<file path="src/rtl/bp_pkg.sv">
// Shared definitions for the fetch-stage branch predictor: 2-bit counter
// encoding and table geometry helpers.
package bp_pkg;

    typedef logic [1:0] cnt_t;

    localparam cnt_t CNT_SNT = 2'd0;
    localparam cnt_t CNT_WNT = 2'd1;
    localparam cnt_t CNT_WT  = 2'd2;
    localparam cnt_t CNT_ST  = 2'd3;
    localparam cnt_t CNT_RST = CNT_WNT;

    // Word-aligned PCs: two low bits are neither index nor tag.
    function automatic int tag_width(input int xlen, input int index_w);
        return xlen - index_w - 2;
    endfunction

    function automatic int table_depth(input int index_w);
        return 1 << index_w;
    endfunction

endpackage

</file>
<file path="src/rtl/sat_counter2.sv">
// Next-state function of a 2-bit saturating taken/not-taken counter.
module sat_counter2
    import bp_pkg::*;
(
    input  logic [1:0] cur,
    input  logic       taken,
    output logic [1:0] nxt
);

    always_comb begin
        nxt = cur;
        if (taken) begin
            if (cur != CNT_ST)
                nxt = cur + 2'd1;
        end else begin
            if (cur != CNT_SNT)
                nxt = cur - 2'd1;
        end
    end

endmodule

</file>
<file path="src/rtl/branch_predictor.sv">
// Direct-mapped 2-bit counter table plus tagged BTB, trained at execute.
// Optional gshare counter indexing is enabled by defining BP_GSHARE_EN.
module branch_predictor
    import bp_pkg::*;
#(
    parameter int XLEN    = 32,
    parameter int INDEX_W = 6,
    parameter int GHR_W   = INDEX_W
) (
    input  logic             clk,
    input  logic             rst,
    input  logic [XLEN-1:0]  pc_f,
    output logic             pred_hit,
    output logic             pred_taken,
    output logic [XLEN-1:0]  pred_target,
    output logic [GHR_W-1:0] pred_ghr,
    input  logic             upd_valid,
    input  logic [XLEN-1:0]  upd_pc,
    input  logic             upd_taken,
    input  logic [XLEN-1:0]  upd_target,
    input  logic             upd_pred_taken,
    input  logic [XLEN-1:0]  upd_pred_target,
    input  logic [GHR_W-1:0] upd_ghr,
    output logic             mispredict
);

    localparam int DEPTH = table_depth(INDEX_W);
    localparam int TAG_W = tag_width(XLEN, INDEX_W);

    cnt_t              cnt_q     [DEPTH];
    logic              btb_v_q   [DEPTH];
    logic [TAG_W-1:0]  btb_tag_q [DEPTH];
    logic [XLEN-1:0]   btb_tgt_q [DEPTH];

    logic [INDEX_W-1:0] look_idx, upd_idx;
    logic [INDEX_W-1:0] look_cnt_idx, upd_cnt_idx;
    logic [TAG_W-1:0]   look_tag, upd_tag;
    cnt_t               cnt_nxt;

    assign look_idx = pc_f[INDEX_W+1:2];
    assign look_tag = pc_f[XLEN-1:INDEX_W+2];
    assign upd_idx  = upd_pc[INDEX_W+1:2];
    assign upd_tag  = upd_pc[XLEN-1:INDEX_W+2];

`ifdef BP_GSHARE_EN
    logic [GHR_W-1:0] ghr_q;
    logic [1:0]       unused_bits;

    assign look_cnt_idx = look_idx ^ INDEX_W'(ghr_q);
    assign upd_cnt_idx  = upd_idx ^ INDEX_W'(upd_ghr);
    assign pred_ghr     = ghr_q;
    assign unused_bits  = pc_f[1:0] ^ upd_pc[1:0];

    // History is trained from resolved outcomes only, never speculatively.
    always_ff @(posedge clk) begin
        if (rst)
            ghr_q <= '0;
        else if (upd_valid)
            ghr_q <= {ghr_q[GHR_W-2:0], upd_taken};
    end
`else
    logic unused_bits;

    assign look_cnt_idx = look_idx;
    assign upd_cnt_idx  = upd_idx;
    assign pred_ghr     = '0;
    assign unused_bits  = ^{pc_f[1:0], upd_pc[1:0], upd_ghr};
`endif

    sat_counter2 u_sat (
        .cur   (cnt_q[upd_cnt_idx]),
        .taken (upd_taken),
        .nxt   (cnt_nxt)
    );

    always_comb begin
        pred_hit    = btb_v_q[look_idx] && (btb_tag_q[look_idx] == look_tag);
        pred_taken  = pred_hit && cnt_q[look_cnt_idx][1];
        pred_target = pred_hit ? btb_tgt_q[look_idx] : '0;
    end

    assign mispredict = upd_valid &&
                        ((upd_taken != upd_pred_taken) ||
                         (upd_taken && upd_pred_taken && (upd_target != upd_pred_target)));

    // Reset wins over a coincident update; tag/target need no reset behind valid.
    always_ff @(posedge clk) begin
        if (rst) begin
            for (int i = 0; i < DEPTH; i++) begin
                cnt_q[i]   <= CNT_RST;
                btb_v_q[i] <= 1'b0;
            end
        end else if (upd_valid) begin
            cnt_q[upd_cnt_idx] <= cnt_nxt;
            if (upd_taken) begin
                btb_v_q[upd_idx]   <= 1'b1;
                btb_tag_q[upd_idx] <= upd_tag;
                btb_tgt_q[upd_idx] <= upd_target;
            end
        end
    end

endmodule

</file>
<file path="config.mk">
export PLATFORM = sky130hd
export DESIGN_NAME = branch_predictor
export DESIGN_NICKNAME = d
export VERILOG_FILES = /design/src/rtl/bp_pkg.sv /design/src/rtl/sat_counter2.sv /design/src/rtl/branch_predictor.sv
export SDC_FILE = /design/constraint.sdc
export NUM_CORES = 2
export LEC_CHECK = 0
export ABC_AREA = 1
export BUFFER_PORTS_ARGS = -buffer_cell sky130_fd_sc_hd__buf_2
export CORE_ASPECT_RATIO = 0.8
export CORE_UTILIZATION = 35
export CTS_BUF_LIST = sky130_fd_sc_hd__clkbuf_8
export CTS_CLUSTER_SIZE = 12
export DETAILED_ROUTE_END_ITERATION = 8
export PLACE_DENSITY_LB_ADDON = 0.08
export SYNTH_ARGS = -nofsm -noshare
export SYNTH_HDL_FRONTEND = slang
export SYNTH_SLANG_ARGS = --single-unit
</file>
<file path="constraint.sdc">
create_clock -name clk -period 5.1 [get_ports clk]
set_clock_uncertainty 0.05 [all_clocks]
set_input_delay 0.255 -clock clk [delete_from_list [all_inputs] [get_ports clk]]
set_output_delay 0.255 -clock clk [all_outputs]
set_load 0.1 [all_outputs]
</file>
==> metrics <==
outcome finished, final reports clean; count leader, synth edfxtp_1; Synth area leaders edfxtp_1 (73%), nand2_1 (7.3%), nand3_1 (7.0%), o21ai_0 (2.1%), nor2_1 (1.8%); Post-synth EDFFs 3712; first-pass GRT wire length 782000 µm; Synth Instances 12300; post-synthesis async set-or-reset flop share 0; CTS tree built; num ports 180; Slowest cell on crit path dfxtp_1; die width 740 µm; Hold Slack 0.169 ns; Post-Syn Area 0.152 mm²; dpl ws 0.529 ns; Yosys top cell area share 0.732; IO buf count 163; gr usage total 0.250; largest fanout on the critical path 34; Root Driver clkbuf_8; DIE HEIGHT 592 µm; Min-Delay Path Class input port to flip-flop; Worst Setup Slack, final 0.335 ns; cell mode on critical path nand3_1; DR iter-0 viols 11900; pwr dens 363 mW/mm²; vias per std cell 5.54; worst reg2reg startpoint cnt_q[53][1]; first-pass detailed-route iteration total 6; CP Launch Type flip-flop; Power, Total 63.0 mW; Hold Path Depth 3; clock sinks 3776; Clock Latency Late Sink 1.30 ns; Nets 12800; initial core utilization 0.352; Layout Utilization 0.401; final hold violation count 0; HPWL Detailed 274000 µm; sequential fraction of the synthesis area 0.740; cell family with most CP delay simple AND/OR/NAND/NOR gates; Slew Limit Fails 0; Crit path largest cell delay 0.33 ns; min Tclk post-route 4.77 ns; worst slew pin tran 1.20 ns; Post-DRT Antenna Nets 0; critical path class flip-flop to primary output; Clock Path Buffers 4; RSZ-0062 raised after global routing no; Peak Freq 0.210 GHz; Hold EP btb_tgt_q[51][8]; final WL 565000 µm; CP endpoint kind primary output; Placed Cells 17700; share of cells above drive strength 1 0.106; clock slew at reported path FFs 0.06 ns; Synth top cells by count edfxtp_1 (3712), nand2_1 (2978), nand3_1 (2130), nor2_1 (725), o21ai_0 (634); vias in the first global route 101000; Rel. slew slack 0.197; Post-Layout Cell Count 18900; core region area 0.433 mm²; Pleak 58.7 nW; setup repair bufs after CTS 0; Fillers 41000; Worst EP required 4.80 ns; routed vias 105000; setup TNS 0 ns; RR Endpoint cnt_q[15][0]; MaxCap Viol Count 0; number of buffers and inverters on the critical path 4; drt drc 0; WL per Instance 29.9 µm; Yosys top cell by area edfxtp_1; Area Overhead vs Synth 14.0%; VDD IR max 0.000286 V; cts bufs inserted 638; Placed Area 0.162 mm²; Yosys warnings 0; #FFs+latches synth 3776; Design Area, Final 0.174 mm²; setup violation total in the final timing report 0; die area 0.438 mm²; initial antenna violation count 40; row count 216; Tcrit/Tclk final 0.934; prevailing post-synth register cell edfxtp_1; GPL Wtd Cong 0.787; largest net degree at the start of global routing 204; Reg2Reg Depth 12; Register-to-Register Setup Slack 1.70 ns; count of cell types in the netlist 42; syn avg cell area 12.4 µm²; cells along the critical path nand2_1, nand3_1, nand3_1, nand3_1, nand3_1, nand3_1, and2_1, nand2_1, inv_1, nand2_2, nor2_1, nand3_4, buf_4, nor3_1, buf_4, buf_12; Arr. time, crit path 4.46 ns; hold path startpoint upd_target[8]; H-tree depth 6; grt ovf 0
[flip-flops by register name, indices dropped and copies added (netlist names)]
register / flops
btb_tgt_q: 2048
cnt_q: 128
btb_v_q: 64
btb_tag_q: 1536
[cells in the final DEF (no fill, tap or decap), types with 21 or more instances in the layout]
| cell type | count |
|---|---|
| o211ai_1 | 28 |
| nor2_4 | 64 |
| dfxtp_1 | 64 |
| edfxtp_1 | 3712 |
| a32o_1 | 26 |
| a21oi_1 | 304 |
| dlygate4sd3_1 | 89 |
| buf_4 | 236 |
| nor2_1 | 661 |
| o21ai_1 | 21 |
| xnor2_1 | 24 |
| nand2_1 | 2975 |
| nor3_2 | 33 |
| nand3_1 | 2130 |
| buf_2 | 123 |
| clkinv_1 | 120 |
| a31oi_1 | 89 |
| o21ai_0 | 634 |
| inv_1 | 361 |
| clkinv_2 | 34 |
| o31ai_1 | 90 |
| clkbuf_8 | 661 |
| o221ai_1 | 254 |
| buf_12 | 160 |
[cell families after synthesis]
kind of cell,after synthesis,synth area share
flops,3776,0.740
xor+xnor,24,0.00138
fa+ha+maj,1,0.0000821
simple gates,5923,0.166
buf+inv,1017,0.0307
compound gates,1524,0.0618
other cells,1,0.0000246
[timing repair]
item                                     CTS  global route
endpoints found under the hold margin   3956             0
hold buffers                              89             0
gates resized for setup                    0             3
endpoints found under the setup margin     0            29
[tightest hold or removal path: stages]
cell	delay, ns
dlygate4sd3_1	0.53
buf_2	0.14
buf_4	0.30
[cell type report]
cell class / instances / area [µm²] / share of cell area
sequential: 3776 / 113000 / 0.649
multi-input combinational: 7478 / 35400 / 0.204
clock buffer: 661 / 9100 / 0.0524
tap: 5777 / 7230 / 0.0416
timing repair buffer: 613 / 6550 / 0.0377
clock inverter: 432 / 1990 / 0.0115
inverter: 138 / 567 / 0.00326
antenna: 9 / 22.5 / 0.000130
[layer usage]
| layer | global-route usage | part of all wire |
|---|---|---|
| met1 | 0.371 | 0.46 |
| met3 | 0.0408 | 0.077 |
| met2 | 0.378 | 0.43 |
| met5 | 0 | 0.00013 |
| met4 | 0.0732 | 0.029 |
[power breakdown]
group | internal [mW] | total, mW | leakage [nW] | switching (mW)
logic | 1.02 | 4.08 | 18.3 | 3.07
clock network | 12.2 | 24.7 | 6.51 | 12.5
registers | 34.2 | 34.2 | 33.9 | 0.0275
total | 47.4 | 63.0 | 58.7 | 15.6
[worst max path at each step]
stage / start / endpoint / slack (ns) / depth (start not counted)
CTS: btb_v_q[13] / pred_taken / 0.04 / 15
global placement: pc_f[3] / pred_target[31] / 0.52 / 19
detailed placement: pc_f[3] / pred_target[31] / 0.53 / 19
finish: btb_v_q[13] / pred_target[31] / 0.33 / 16
floorplan: upd_pc[3] / btb_tag_q[40][0] / 0.79 / 7
global route: btb_v_q[4] / pred_target[31] / 0.11 / 16
Note: power is estimated with default switching activity, not from simulation.
